===== src/rtl/mem_access_stage.sv =====
// rtl/mem_access_stage.sv - Memory stage: latches EX results, runs byte/word loads and stores over req/ack
// Optional feature macro: MEM_TIMEOUT_EN (aborts an ACCESS after TIMEOUT_CYCLES edges without ack).
`ifndef REG_WIDTH
`define REG_WIDTH 32
`endif
`ifndef PC_WIDTH
`define PC_WIDTH 32
`endif
`ifndef OPCODE_WIDTH
`define OPCODE_WIDTH 8
`endif
`ifndef OP_ADD
`define OP_ADD 8'h01
`endif
`ifndef OP_LDB
`define OP_LDB 8'h20
`endif
`ifndef OP_LDW
`define OP_LDW 8'h21
`endif
`ifndef OP_STB
`define OP_STB 8'h22
`endif
`ifndef OP_STW
`define OP_STW 8'h23
`endif

module mem_access_stage #(
  parameter int DMEM_ADDR_WIDTH = 13,
  parameter int TIMEOUT_CYCLES  = 64
) (
  input  logic                        I_CLOCK,
  input  logic                        I_RESET_N,
  input  logic                        I_LOCK,
  input  logic                        I_EX_Valid,
  input  logic [`OPCODE_WIDTH-1:0]    I_Opcode,
  input  logic [`PC_WIDTH-1:0]        I_PC,
  input  logic [3:0]                  I_DestRegIdx,
  input  logic [`REG_WIDTH-1:0]       I_DestValue,
  input  logic [`REG_WIDTH-1:0]       I_MARValue,
  input  logic [`REG_WIDTH-1:0]       I_MDRValue,
  input  logic                        I_RegWEn,
  input  logic                        I_CCWEn,
  input  logic [2:0]                  I_CCValue,
  output logic                        O_DMemReq,
  output logic                        O_DMemWE,
  output logic [DMEM_ADDR_WIDTH-1:0]  O_DMemAddr,
  output logic [`REG_WIDTH-1:0]       O_DMemWData,
  output logic [3:0]                  O_DMemByteEn,
  input  logic                        I_DMemAck,
  input  logic [`REG_WIDTH-1:0]       I_DMemRData,
  output logic                        O_MEM_Valid,
  output logic [`OPCODE_WIDTH-1:0]    O_Opcode,
  output logic [`PC_WIDTH-1:0]        O_PC,
  output logic [3:0]                  O_DestRegIdx,
  output logic [`REG_WIDTH-1:0]       O_DestValue,
  output logic                        O_RegWEn,
  output logic                        O_CCWEn,
  output logic [2:0]                  O_CCValue,
  output logic                        O_MemErr,
  output logic                        O_MemStall_Signal
);

  typedef enum logic {IDLE, ACCESS} state_t;
  state_t state, state_nxt;

  logic [`OPCODE_WIDTH-1:0]     cap_opcode;
  logic [`PC_WIDTH-1:0]         cap_pc;
  logic [3:0]                   cap_idx;
  logic [`REG_WIDTH-1:0]        cap_dval;
  logic [DMEM_ADDR_WIDTH+1:0]   cap_mar;
  logic [`REG_WIDTH-1:0]        cap_mdr;
  logic [2:0]                   cap_cc;

  logic accept, accept_mem, in_access, timeout_hit;
  logic cap_is_ldb, cap_is_stb, cap_is_load, cap_is_store;
  logic [7:0]                   ld_byte;
  logic [`REG_WIDTH-1:0]        ld_value;
  logic [2:0]                   ld_cc;
  logic [3:0]                   lane_onehot;
  logic                         unused_mar;

  function automatic logic is_mem_op(input logic [`OPCODE_WIDTH-1:0] op);
    return (op == `OP_LDB) || (op == `OP_LDW) || (op == `OP_STB) || (op == `OP_STW);
  endfunction

  assign in_access  = (state == ACCESS);
  assign accept     = (state == IDLE) && I_LOCK && I_EX_Valid;
  assign accept_mem = accept && is_mem_op(I_Opcode);
  assign O_MemStall_Signal = in_access;
  assign unused_mar = ^I_MARValue[`REG_WIDTH-1:DMEM_ADDR_WIDTH+2];

  assign cap_is_ldb   = (cap_opcode == `OP_LDB);
  assign cap_is_stb   = (cap_opcode == `OP_STB);
  assign cap_is_load  = cap_is_ldb || (cap_opcode == `OP_LDW);
  assign cap_is_store = cap_is_stb || (cap_opcode == `OP_STW);

`ifdef MEM_TIMEOUT_EN
  localparam int TO_W = $clog2(TIMEOUT_CYCLES + 1);
  logic [TO_W-1:0] to_cnt;

  always_ff @(negedge I_CLOCK or negedge I_RESET_N) begin
    if (!I_RESET_N)
      to_cnt <= '0;
    else if (accept_mem)
      to_cnt <= '0;
    else if (in_access && !I_DMemAck)
      to_cnt <= to_cnt + 1'b1;
  end

  // Fires on the edge that would bring the no-ack count to TIMEOUT_CYCLES; an ack on that edge wins.
  assign timeout_hit = in_access && !I_DMemAck && (to_cnt == TO_W'(TIMEOUT_CYCLES - 1));
`else
  logic unused_timeout;
  assign unused_timeout = (TIMEOUT_CYCLES == 0);
  assign timeout_hit    = 1'b0;
`endif

  always_ff @(negedge I_CLOCK or negedge I_RESET_N) begin
    if (!I_RESET_N)
      state <= IDLE;
    else
      state <= state_nxt;
  end

  always_comb begin
    state_nxt = state;
    case (state)
      IDLE:    if (accept_mem) state_nxt = ACCESS;
      ACCESS:  if (I_DMemAck || timeout_hit) state_nxt = IDLE;
      default: state_nxt = IDLE;
    endcase
  end

  always_ff @(negedge I_CLOCK or negedge I_RESET_N) begin
    if (!I_RESET_N) begin
      cap_opcode <= '0;
      cap_pc     <= '0;
      cap_idx    <= '0;
      cap_dval   <= '0;
      cap_mar    <= '0;
      cap_mdr    <= '0;
      cap_cc     <= '0;
    end else if (accept_mem) begin
      cap_opcode <= I_Opcode;
      cap_pc     <= I_PC;
      cap_idx    <= I_DestRegIdx;
      cap_dval   <= I_DestValue;
      cap_mar    <= I_MARValue[DMEM_ADDR_WIDTH+1:0];
      cap_mdr    <= I_MDRValue;
      cap_cc     <= I_CCValue;
    end
  end

  // Little-endian lane select; LDB sign-extends, LDW ignores the low address bits.
  always_comb begin
    ld_byte = 8'h00;
    case (cap_mar[1:0])
      2'd0: ld_byte = I_DMemRData[7:0];
      2'd1: ld_byte = I_DMemRData[15:8];
      2'd2: ld_byte = I_DMemRData[23:16];
      2'd3: ld_byte = I_DMemRData[31:24];
      default: ld_byte = 8'h00;
    endcase
    ld_value = cap_is_ldb ? {{(`REG_WIDTH-8){ld_byte[7]}}, ld_byte} : I_DMemRData;
    if (ld_value[`REG_WIDTH-1])
      ld_cc = 3'b100;
    else if (ld_value == '0)
      ld_cc = 3'b010;
    else
      ld_cc = 3'b001;
  end

  assign lane_onehot = 4'b0001 << cap_mar[1:0];

  always_comb begin
    O_DMemReq    = 1'b0;
    O_DMemWE     = 1'b0;
    O_DMemAddr   = '0;
    O_DMemWData  = '0;
    O_DMemByteEn = 4'b0000;
    if (in_access) begin
      O_DMemReq    = 1'b1;
      O_DMemWE     = cap_is_store;
      O_DMemAddr   = cap_mar[DMEM_ADDR_WIDTH+1:2];
      O_DMemByteEn = (cap_is_stb || cap_is_ldb) ? lane_onehot : 4'b1111;
      if (cap_is_store)
        O_DMemWData = cap_is_stb ? {(`REG_WIDTH/8){cap_mdr[7:0]}} : cap_mdr;
    end
  end

  always_ff @(negedge I_CLOCK or negedge I_RESET_N) begin
    if (!I_RESET_N) begin
      O_MEM_Valid  <= 1'b0;
      O_Opcode     <= '0;
      O_PC         <= '0;
      O_DestRegIdx <= '0;
      O_DestValue  <= '0;
      O_RegWEn     <= 1'b0;
      O_CCWEn      <= 1'b0;
      O_CCValue    <= '0;
      O_MemErr     <= 1'b0;
    end else begin
      O_MemErr <= 1'b0;
      if (accept && !accept_mem) begin
        O_MEM_Valid  <= 1'b1;
        O_Opcode     <= I_Opcode;
        O_PC         <= I_PC;
        O_DestRegIdx <= I_DestRegIdx;
        O_DestValue  <= I_DestValue;
        O_RegWEn     <= I_RegWEn;
        O_CCWEn      <= I_CCWEn;
        O_CCValue    <= I_CCValue;
      end else if (in_access && (I_DMemAck || timeout_hit)) begin
        O_MEM_Valid  <= 1'b1;
        O_Opcode     <= cap_opcode;
        O_PC         <= cap_pc;
        O_DestRegIdx <= cap_idx;
        if (I_DMemAck && cap_is_load) begin
          O_DestValue <= ld_value;
          O_RegWEn    <= 1'b1;
          O_CCWEn     <= 1'b1;
          O_CCValue   <= ld_cc;
        end else begin
          O_DestValue <= cap_dval;
          O_RegWEn    <= 1'b0;
          O_CCWEn     <= 1'b0;
          O_CCValue   <= cap_cc;
          O_MemErr    <= !I_DMemAck;
        end
      end else begin
        O_MEM_Valid <= 1'b0;
        O_RegWEn    <= 1'b0;
        O_CCWEn     <= 1'b0;
      end
    end
  end

endmodule


===== config.mk =====
export PLATFORM = sky130hd
export DESIGN_NAME = mem_access_stage
export DESIGN_NICKNAME = d
export VERILOG_FILES = /design/src/rtl/mem_access_stage.sv
export SDC_FILE = /design/constraint.sdc
export NUM_CORES = 1
export LEC_CHECK = 0
export BUFFER_PORTS_ARGS = -buffer_cell sky130_fd_sc_hd__buf_2
export CORE_MARGIN = 2
export CORE_UTILIZATION = 51
export CTS_CLUSTER_DIAMETER = 120
export DETAILED_ROUTE_END_ITERATION = 12
export GPL_TIMING_DRIVEN = 0
export PLACE_DENSITY = 0.91
export SLEW_MARGIN = 15
export SYNTH_ARGS = -nofsm -noshare
export SYNTH_HDL_FRONTEND = slang
export SYNTH_SLANG_ARGS = --single-unit
export TNS_END_PERCENT = 1

===== constraint.sdc =====
create_clock -name I_CLOCK -period 3 [get_ports I_CLOCK]
set_input_delay 0.3 -clock I_CLOCK [delete_from_list [all_inputs] [get_ports I_CLOCK]]
set_output_delay 0.3 -clock I_CLOCK [all_outputs]
set_load 0.1 [all_outputs]

[Yosys cells after proc, flatten, opt, wreduce, memory -nomap -nowiden]
Cells that the tools add are included.
Word-level totals
  flip-flop bits (word level): 210
  latch bits: 0
  RAM bits: 0
  memory bits (read-only): 0
  input port bits: 182
  output and inout port bits: 135
  logic and storage cells: 83
  memories: 0
Cells by class
  add/sub/neg operators: 0
  multipliers: 0
  divide/modulo/power cells: 0
  order comparisons: 0
  equal/unequal tests: 11
  shifts and indexed selects: 1
  multiplexer cells: 36
  bitwise gates (word level): 1
  reductions and logical operators: 17
Operators with widths (number)
  $mux W32: 9
  $eq A8 B6 Y1 const B: 8
  $logic_not A32 Y1: 1
  $pmux W8 S4: 1
  $mux W4: 4
  $mux W8: 2
  $mux W1: 13
  $mux W13: 1
  $mux W3: 4
  $logic_and A1 B1 Y1: 6
  $logic_or A1 B1 Y1: 6
  $eq A2 B2 Y1 const B: 2
  $shl A1 B2 Y4 const A: 1
  $eq A2 B1 Y1 const B: 1
  $logic_not A1 Y1: 2
  $logic_not A2 Y1: 1
  $mux W2: 1
  $pmux W1 S2: 1
  $reduce_bool A2 Y1: 1
  $not A1 Y1: 1

[Depth between registers and ports, before layout]
Gate-level depths: netlist (run 1).
  word-level depth: 9
  depth in mapped cells: 11

==> results of run 1 <==
==> Yosys cell counts (2+ instances only) <==
cell type,n,share of area
dfrtn_1,210,0.56
nand2_1,141,0.057
mux2_2,127,0.15
a21oi_1,69,0.037
a22oi_1,59,0.047
clkbuf_1,33,0.013
and2_1,29,0.019
buf_2,23,0.012
o21ai_1,21,0.011
o21ai_0,13,0.0069
o221ai_1,13,0.012
nor2_1,12,0.0048
inv_1,9,0.0036
mux2i_1,8,0.0086
a22o_1,7,0.0065
a31oi_1,7,0.0047
nor4_1,6,0.0040
a222oi_1,5,0.0053
buf_1,4,0.0016
buf_4,4,0.0032
a21o_1,3,0.0024
nor3_1,3,0.0016
a31o_1,2,0.0019
and3_1,2,0.0013
nand2b_1,2,0.0013
nand3_1,2,0.0011
nand4_1,2,0.0013
or3_1,2,0.0013
==> worst max path at each step <==
stage | start | to | slack, ns | depth (start not counted)
2_1_floorplan | O_MemStall_Signal$_DFF_NN0_ | O_DMemByteEn[0] | -1.23 | 4
3_3_place_gp | I_RESET_N | O_DestValue[13]$_DFFE_NN0P_ | -3.21 | 1
3_5_place_dp | cap_opcode[2]$_DFFE_NN0P_ | O_DMemWData[10] | -1.61 | 8
4_1_cts | cap_opcode[3]$_DFFE_NN0P_ | O_DMemWData[15] | -1.54 | 8
5_1_grt | cap_opcode[2]$_DFFE_NN0P_ | O_DMemWData[20] | -1.48 | 7
6_report | cap_opcode[2]$_DFFE_NN0P_ | O_DMemWData[26] | -1.43 | 6
==> cells by family after synthesis <==
logic type / count (synthesis)
compound gates: 203
flops: 210
simple gates: 209
other cells: 1
buf+inv: 74
mux: 136
==> metrics by stage <==
| stage | power (µW) | TNS (ns) | utilization | hold slack, ns | cells |
|---|---|---|---|---|---|
| 3_3_place_gp | 5350 | -895.28 | 0.642 | 0.416 | 1361 |
| 5_1_grt | 8880 | -59.55 | 0.798 | 0.460 | 1406 |
| 6_report | 8670 | -55.84 | 0.798 | 0.452 | 1406 |
| 4_1_cts | 8340 | -58.93 | 0.772 | 0.444 | 1403 |
| 3_5_place_dp | 5410 | -225.70 | 0.644 | 0.417 | 1362 |
| 2_1_floorplan | 4870 | -89.26 | - | 0.409 | 833 |
==> state kept, by name (all words and copies together), names as in the netlist <==
signal / cells
O_CCValue: 3
O_CCWEn: 1
O_DestRegIdx: 4
O_DestValue: 32
O_MEM_Valid: 1
O_MemErr: 1
O_MemStall_Signal: 1
O_Opcode: 8
O_PC: 32
O_RegWEn: 1
cap_cc: 3
cap_dval: 32
cap_idx: 4
cap_mar: 15
cap_mdr: 32
cap_opcode: 8
cap_pc: 32
==> cell type report <==
cell class | instances | area share
tap | 229 | 0.0200
multi-input combinational | 549 | 0.298
antenna | 3 | 0.000524
clock inverter | 4 | 0.00253
inverter | 10 | 0.00288
buffer | 63 | 0.0303
sequential | 210 | 0.367
clock buffer | 33 | 0.0448
timing repair buffer | 305 | 0.234
==> layer usage <==
metal | vias up | part of all wire | wire, µm | track usage
met2 | 699 | 0.51 | 19000 | 0.610
met3 | 187 | 0.091 | 3410 | 0.0699
met1 | 4437 | 0.34 | 12900 | 0.418
li1 | 3637 | - | - | -
met5 | - | 0 | 0 | 0
met4 | 0 | 0.062 | 2320 | 0.172
==> power groups by stage <==
stage / registers, µW / logic (µW) / clock network (µW)
after floorplan: 4430 / 441 / 0
after global placement: 3330 / 2020 / 0
after detailed placement: 3350 / 2060 / 0
after CTS: 3360 / 2340 / 2630
after global routing: 3450 / 2640 / 2800
final: 3430 / 2570 / 2680
==> timing repair <==
item | CTS | global route
buffers inserted | 4 | 1
pin swaps | 5 | 6
hold endpoints to repair | 0 | 0
setup endpoints to repair | 344 | 227
gates resized for setup | 461 | 115
==> flow_summary.json, run 1 <==
{
  "clock-root-buffer": "clkbuf_16",
  "synth.distinct_cells": 43,
  "worstPathMaxFanout": 10,
  "rr_startpoint": "cap_opcode[2]$_DFFE_NN0P_",
  "area_delta_synth_final_pct": 53.0,
  "synthAdderAreaFrac": 0,
  "cp-start-kind": "flip-flop",
  "die_h_um": 139,
  "post_synth.cell_area_avg_um2": 11.2,
  "leakage_uw": 0.00686,
  "viasPerCell": 6.37,
  "required_ns": 2.70,
  "whs_path_depth": 1,
  "fin_skew_ns": 0.0197,
  "netSwitchingPower_uw": 3200,
  "yosysWarnings": 0,
  "track_usage": 0.351,
  "drt_iter0_markers": 966,
  "p_comb_frac": 0.296,
  "drc_errors": 0,
  "setup_ws_ns": -1.43,
  "layout_common_cells": "210 x dfrtn_1, 179 x buf_2, 132 x nand2_1",
  "rsz0062_at_grt": "yes",
  "cp-end-kind": "output pin",
  "place_area_um2": 11600,
  "pin_count": 317,
  "fin_area_um2": 14300,
  "cp_cell_sequence": "or4b_4 -> nor3_2 -> nand3_4 -> clkbuf_8 -> a21oi_4 -> buf_12",
  "hpwl_um": 21700,
  "hp-class": "flip-flop to flip-flop",
  "crit_slowest_cell": "or4b_4",
  "avgRoutedWirePerCell_um": 26.8,
  "status": "finished, violations left",
  "r2r_end": "O_CCValue[0]$_DFFE_NN0P_",
  "final_layout_size_suffix_gt1_frac": 0.493,
  "tightest_slew_ns": 0.847,
  "ant_nets": 0,
  "dieArea_um2": 19500,
  "std_cell_rows": 49,
  "hp-start": "cap_dval[19]$_DFFE_NN0P_",
  "cts_hold_buf": 0,
  "ys_async_sr_fraction": 1.00,
  "gp_congestion": 0.928,
  "start_util": 0.521,
  "worstHoldEndpoint": "cap_dval[19]$_DFFE_NN0P_",
  "cts.sinks": 210,
  "cts_htree_levels": 1,
  "vias": 8960,
  "seqPwrFrac": 0.395,
  "syn_inst": 833,
  "fillers": 921,
  "internal_power_uw": 5480,
  "grt_max_degree": 107,
  "slew_viol_final": 0,
  "mostFrequentLayoutCell": "dfrtn_1",
  "grt_pass1_vias": 9170,
  "power_frac_clock": 0.309,
  "powerDensity_nw_per_um2": 606,
  "peakVddDrop_mv": 0.681,
  "ys_seq_area_frac": 0.561,
  "cp.arrival_ns": 4.13,
  "antenna_found_initial": 3,
  "gr-total-overflow": 0,
  "switching_share": 0.369,
  "io_buffers": 299,
  "setup_violations": 82,
  "first_pass_iters": 8,
  "num-nets-final": 1343,
  "dp_slack_ns": -1.61,
  "r2r_setup_slack_ns": 0.28,
  "cts_tree": "built",
  "worstSkewPairLatency_ns": 0.52,
  "max-slew-margin-rel": 0.436,
  "synth_nets": 1015,
  "crit_type": "flip-flop to output pin",
  "synth-xor-area-share": 0,
  "finalWirelength_um": 37700,
  "synth_top_family_by_area": "multiplexers",
  "seq_area_um2": 5260,
  "maxCapViolations": 0,
  "clkTransAtPathRegs_ns": 0.05,
  "netlist_area_um2": 9360,
  "synthMuxAreaShare": 0.164,
  "postSynthRegisterBits": 210,
  "yosys.area_share.simple": 0.101,
  "reg2regPathDepth": 8,
  "hold_viol_final": 0,
  "multi_input_area_um2": 4270,
  "core_area_um2": 18000,
  "max_stage_delay_ns": 0.59,
  "cts_buffer_depth": 3,
  "grt_pass1_wl_um": 53100,
  "violations": "negative setup slack",
  "cp_num_buf_inv": 2,
  "numCtsBuffers": 22,
  "die-width_um": 139,
  "synth_edf_count": 0,
  "synthFlopType": "dfrtn_1",
  "synth_compound_area_frac": 0.140,
  "crit_family": "simple AND/OR/NAND/NOR gates"
}
No activity file was read; power rests on OpenSTA's default activity.
==> run 2, diff against run 1 <==
CORE_UTILIZATION = 55   (was 51)
GPL_ROUTABILITY_DRIVEN = 0   (was not set)
PLACE_DENSITY = 0.95   (was 0.91)
SETUP_SLACK_MARGIN = 0.2   (was not set)
clock period = 5.65 ns   (was 3 ns; I/O delays follow)
==> flow_summary.json, run 2 (synthesized netlist as in run 1, its figures left out) <==
{
  "die-width_um": 134,
  "cp-end-kind": "output pin",
  "cts.sinks": 210,
  "peakVddDrop_mv": 0.315,
  "final_layout_size_suffix_gt1_frac": 0.473,
  "hpwl_um": 22200,
  "status": "finished, violations left",
  "num-nets-final": 1346,
  "cts_tree": "built",
  "fillers": 964,
  "io_buffers": 299,
  "max_stage_delay_ns": 0.48,
  "clkTransAtPathRegs_ns": 0.05,
  "crit_type": "flip-flop to output pin",
  "reg2regPathDepth": 9,
  "cts_buffer_depth": 3,
  "worstPathMaxFanout": 8,
  "layout_common_cells": "273 x buf_2, 210 x dfrtn_1, 130 x nand2_1",
  "worstHoldEndpoint": "O_PC[6]$_DFFE_NN0P_",
  "std_cell_rows": 47,
  "grt_pass1_vias": 9190,
  "rr_startpoint": "O_MemStall_Signal$_DFF_NN0_",
  "gr-total-overflow": 0,
  "hp-start": "O_PC[6]$_DFFE_NN0P_",
  "area_delta_synth_final_pct": 38.6,
  "clock-root-buffer": "clkbuf_16",
  "pin_count": 317,
  "hp-class": "flip-flop to flip-flop",
  "tightest_slew_ns": 0.881,
  "cts_htree_levels": 1,
  "hold_viol_final": 0,
  "setup_violations": 37,
  "first_pass_iters": 6,
  "mostFrequentLayoutCell": "buf_2",
  "avgRoutedWirePerCell_um": 25.4,
  "tns_ns": -14.50,
  "r2r_end": "cap_dval[13]$_DFFE_NN0P_",
  "required_ns": 5.09,
  "start_util": 0.565,
  "r2r_setup_slack_ns": 2.61,
  "slew_viol_final": 0,
  "worstSkewPairLatency_ns": 0.52,
  "grt_max_degree": 86,
  "vias": 8864,
  "grt_pass1_wl_um": 52800,
  "cp.arrival_ns": 5.59,
  "dieArea_um2": 18100,
  "max-slew-margin-rel": 0.408,
  "fin_skew_ns": 0.0162,
  "rsz0062_at_grt": "yes",
  "numCtsBuffers": 22,
  "cts_hold_buf": 0,
  "dp_slack_ns": -0.624,
  "maxCapViolations": 0,
  "antenna_found_initial": 2,
  "cp_cell_sequence": "or4b_4 -> buf_8 -> nor4_4 -> and2_4 -> buf_12 -> nand2_4 -> a21oi_4 -> buf_12",
  "viasPerCell": 6.32,
  "powerDensity_nw_per_um2": 337,
  "setup_ws_ns": -0.504,
  "crit_slowest_cell": "or4b_4",
  "drc_errors": 0,
  "die_h_um": 134,
  "cp-startpoint": "cap_opcode[5]$_DFFE_NN0P_",
  "finalWirelength_um": 35700,
  "track_usage": 0.381,
  "whs_path_depth": 2,
  "drt_iter0_markers": 952,
  "violations": "negative setup slack",
  "ant_nets": 0,
  "cp-start-kind": "flip-flop",
  "core_area_um2": 16600,
  "leakage_uw": 0.00649,
  "cpMostUsedCell": "buf_12"
}
==> run 2: changes by cell type in the layout (fill, tap and decap cells not counted), sizes merged <==
cell	delta
clkinv	+3
bufinv	+1
buf	-3
clkbuf	+5
==> run 2: how the worst max path moves through the flow <==
| stage | slack, ns | depth (start not counted) | endpoint |
|---|---|---|---|
| final | -0.50 | 8 | O_DMemWData[17] |
| after detailed placement | -0.62 | 8 | O_DMemWData[25] |
| after global routing | -0.54 | 8 | O_DMemWData[21] |
| after floorplan | -0.17 | 4 | O_DMemByteEn[0] |
| after global placement | -2.14 | 1 | O_DestValue[14]$_DFFE_NN0P_ |
| after CTS | -0.45 | 8 | O_DMemWData[15] |
==> run 2: metrics by stage <==
stage	std cells	cell area (µm²)	power, µW	hold slack [ns]	util
after detailed placement	1354	11600	2880	0.418	0.697
after global placement	1352	11500	2840	0.414	0.693
after floorplan	833	9720	2590	0.409	-
final	1403	13000	4370	0.418	0.783
after global routing	1402	13000	4480	0.434	0.783
after CTS	1398	12800	4310	0.419	0.774
==> run 2: critical path: cells and delay by family, from the launching register on <==
| kind | cells | cell delay, ns |
|---|---|---|
| AOI/OAI and AO/OA | 1 | 0.24 |
| buffers and inverters | 3 | 0.52 |
| DFF | 1 | 0.43 |
| and+or+nand+nor | 4 | 1.03 |
==> run 2: routing by layer <==
layer / GRT usage / up-vias / share of wire
li1: - / 3648 / -
met1: 0.449 / 4264 / 0.34
met2: 0.633 / 726 / 0.48
met3: 0.0987 / 226 / 0.11
met4: 0.226 / 0 / 0.072
met5: 0 / - / 0
==> run 2: where the power goes <==
| part | switching, µW | internal, µW | total, µW |
|---|---|---|---|
| registers | 107 | 1670 | 1780 |
| logic | 905 | 242 | 1150 |
| clock network | 626 | 822 | 1450 |
==> run 2: layout make-up <==
type                       instances  area (µm²)  share of cell area
timing repair buffer             307        2150               0.165
multi-input combinational        549        4200               0.324
clock buffer                      32         628              0.0484
tap                              220         275              0.0212
antenna                            3        7.51            0.000578
buffer                            64         347              0.0267
sequential                       210        5260               0.405
clock inverter                     8        81.3             0.00627
inverter                          10        41.3             0.00318
==> run 2: timing repair <==
action	CTS	global route
buffers inserted	4	2
setup endpoints to repair	37	47
pin swaps	5	4
gates resized for setup	149	37
==> run 3, diff against run 2 <==
CORE_ASPECT_RATIO = 1.2   (was not set)
==> flow_summary.json, run 3 (synthesized netlist as in run 1, its figures left out) <==
{
  "status": "finished, violations left",
  "violations": "negative setup slack",
  "std_cell_rows": 52,
  "fin_util": 0.779,
  "finalWirelength_um": 33100,
  "tightest_slew_ns": 0.841,
  "cp.arrival_ns": 5.56,
  "routed.top_layer": "met4",
  "die_h_um": 147,
  "setup_violations": 37,
  "viasPerCell": 6.20,
  "hpwl_um": 21300,
  "cts_htree_levels": 1,
  "slew_viol_final": 0,
  "vias": 8686,
  "mostFrequentLayoutCell": "buf_2",
  "multi_input_area_um2": 4220,
  "drt_iter0_markers": 843,
  "clock-root-buffer": "clkbuf_16",
  "numCtsBuffers": 22,
  "setup_ws_ns": -0.476,
  "worstPathMaxFanout": 8,
  "cp-start-kind": "flip-flop",
  "hold_viol_final": 0,
  "cp-end-kind": "output pin",
  "crit_slowest_cell": "or4b_4",
  "required_ns": 5.09,
  "crit_type": "flip-flop to output pin",
  "layout_common_cells": "273 x buf_2, 210 x dfrtn_1, 131 x nand2_1",
  "final_layout_size_suffix_gt1_frac": 0.476,
  "grt_max_degree": 107,
  "die-width_um": 123,
  "cp_cell_sequence": "or4b_4 -> buf_8 -> nor4_4 -> and2_4 -> buf_12 -> nand2_8 -> a21oi_4 -> buf_12",
  "rsz0062_at_grt": "yes",
  "fillers": 970,
  "ant_nets": 0,
  "wl_met1_um": 11100,
  "drc_errors": 0,
  "cts.sinks": 210,
  "cts_tree": "built",
  "wl_met3_um": 3070,
  "grt_pass1_wl_um": 50500,
  "pin_count": 317,
  "first_pass_iters": 6,
  "hp-class": "flip-flop to flip-flop",
  "cts_buffer_depth": 3,
  "avgRoutedWirePerCell_um": 23.6,
  "worstSkewPairLatency_ns": 0.53,
  "powerDensity_nw_per_um2": 341,
  "maxCapViolations": 0,
  "clkTransAtPathRegs_ns": 0.05,
  "p_total_uw": 4450,
  "start_util": 0.558,
  "cpMostUsedCell": "buf_12",
  "grt_pass1_vias": 9224,
  "gr-total-overflow": 0,
  "seq_area_um2": 5260,
  "track_usage": 0.363,
  "area_delta_synth_final_pct": 39.6,
  "leakage_uw": 0.00651,
  "max-slew-margin-rel": 0.439,
  "fin_hold_ws_ns": 0.417,
  "io_buffers": 299,
  "num-nets-final": 1347,
  "dieArea_um2": 18100,
  "fin_skew_ns": 0.0178,
  "core_area_um2": 16800,
  "max_stage_delay_ns": 0.55,
  "peakVddDrop_mv": 0.339,
  "wl_met2_um": 16600,
  "antenna_found_initial": 4
}
run 3: cell count changes in the layout (fill, tap and decap cells not counted), moves of 3 or more:
cell and delta:
buf_4 +10, clkbuf_4 -8, clkbuf_8 +5, clkbuf_1 -4, buf_12 +3
run 3: layout make-up:
class / count / share of cell area
Tap cell: 216 / 0.0207
Timing Repair Buffer: 308 / 0.164
Buffer: 64 / 0.0268
Clock inverter: 6 / 0.00718
Sequential cell: 210 / 0.402
Multi-Input combinational cell: 549 / 0.323
Inverter: 10 / 0.00316
Antenna cell: 3 / 0.000574
Clock buffer: 34 / 0.0525
run 3: routing by layer:
| layer | up-vias | track usage |
|---|---|---|
| li1 | 3653 | - |
| met1 | 4248 | 0.407 |
| met2 | 614 | 0.616 |
| met3 | 171 | 0.0932 |
| met4 | 0 | 0.218 |
| met5 | - | 0 |
run 3: final timing paths:
kind / slack [ns] / from / cells past startpoint / endpoint
max in group asynchronous: 1.81 / I_RESET_N / 2 / cap_mdr[7]$_DFFE_NN0P_
worst min-delay path: 0.42 / O_PC[23]$_DFFE_NN0P_ / 2 / O_PC[23]$_DFFE_NN0P_
worst min register to register: 0.42 / O_PC[23]$_DFFE_NN0P_ / 2 / O_PC[23]$_DFFE_NN0P_
worst max register to register: 2.64 / O_MemStall_Signal$_DFF_NN0_ / 9 / cap_dval[13]$_DFFE_NN0P_
min in group asynchronous: 2.76 / I_RESET_N / 1 / cap_dval[25]$_DFFE_NN0P_
worst max-delay path: -0.48 / cap_opcode[3]$_DFFE_NN0P_ / 8 / O_DMemWData[17]
run 3: report_power, final:
part	switching, µW	total, µW	internal, µW
registers	99.1	1770	1670
clock network	625	1550	929
logic	887	1130	240
run 3: timing repair:
item | in CTS | in global routing
pin swaps | 7 | 5
gates resized for setup | 184 | 7
setup endpoints to repair | 45 | 39
buffers inserted | 6 | 2
hold buffers | 0 | 0
cloned | 0 | 0
run 3: worst max-delay path: cells and delay by family (launching register included):
| family | cells | cell delay (ns) |
|---|---|---|
| AOI/OAI and AO/OA | 1 | 0.25 |
| buffers and inverters | 3 | 0.54 |
| DFF | 1 | 0.35 |
| and+or+nand+nor | 4 | 1.06 |
run 3: per-stage QoR:
| stage | TNS (ns) | worst slack [ns] | instances | area, µm² |
|---|---|---|---|---|
| 5_1_grt | -15.75 | -0.563 | 1399 | 13100 |
| 3_3_place_gp | -460.77 | -2.14 | 1348 | 11500 |
| 6_report | -12.91 | -0.476 | 1400 | 13100 |
| 4_1_cts | -14.00 | -0.483 | 1395 | 13000 |
| 2_1_floorplan | -5.08 | -0.172 | 833 | 9720 |
| 3_5_place_dp | -13.98 | -0.556 | 1349 | 11500 |
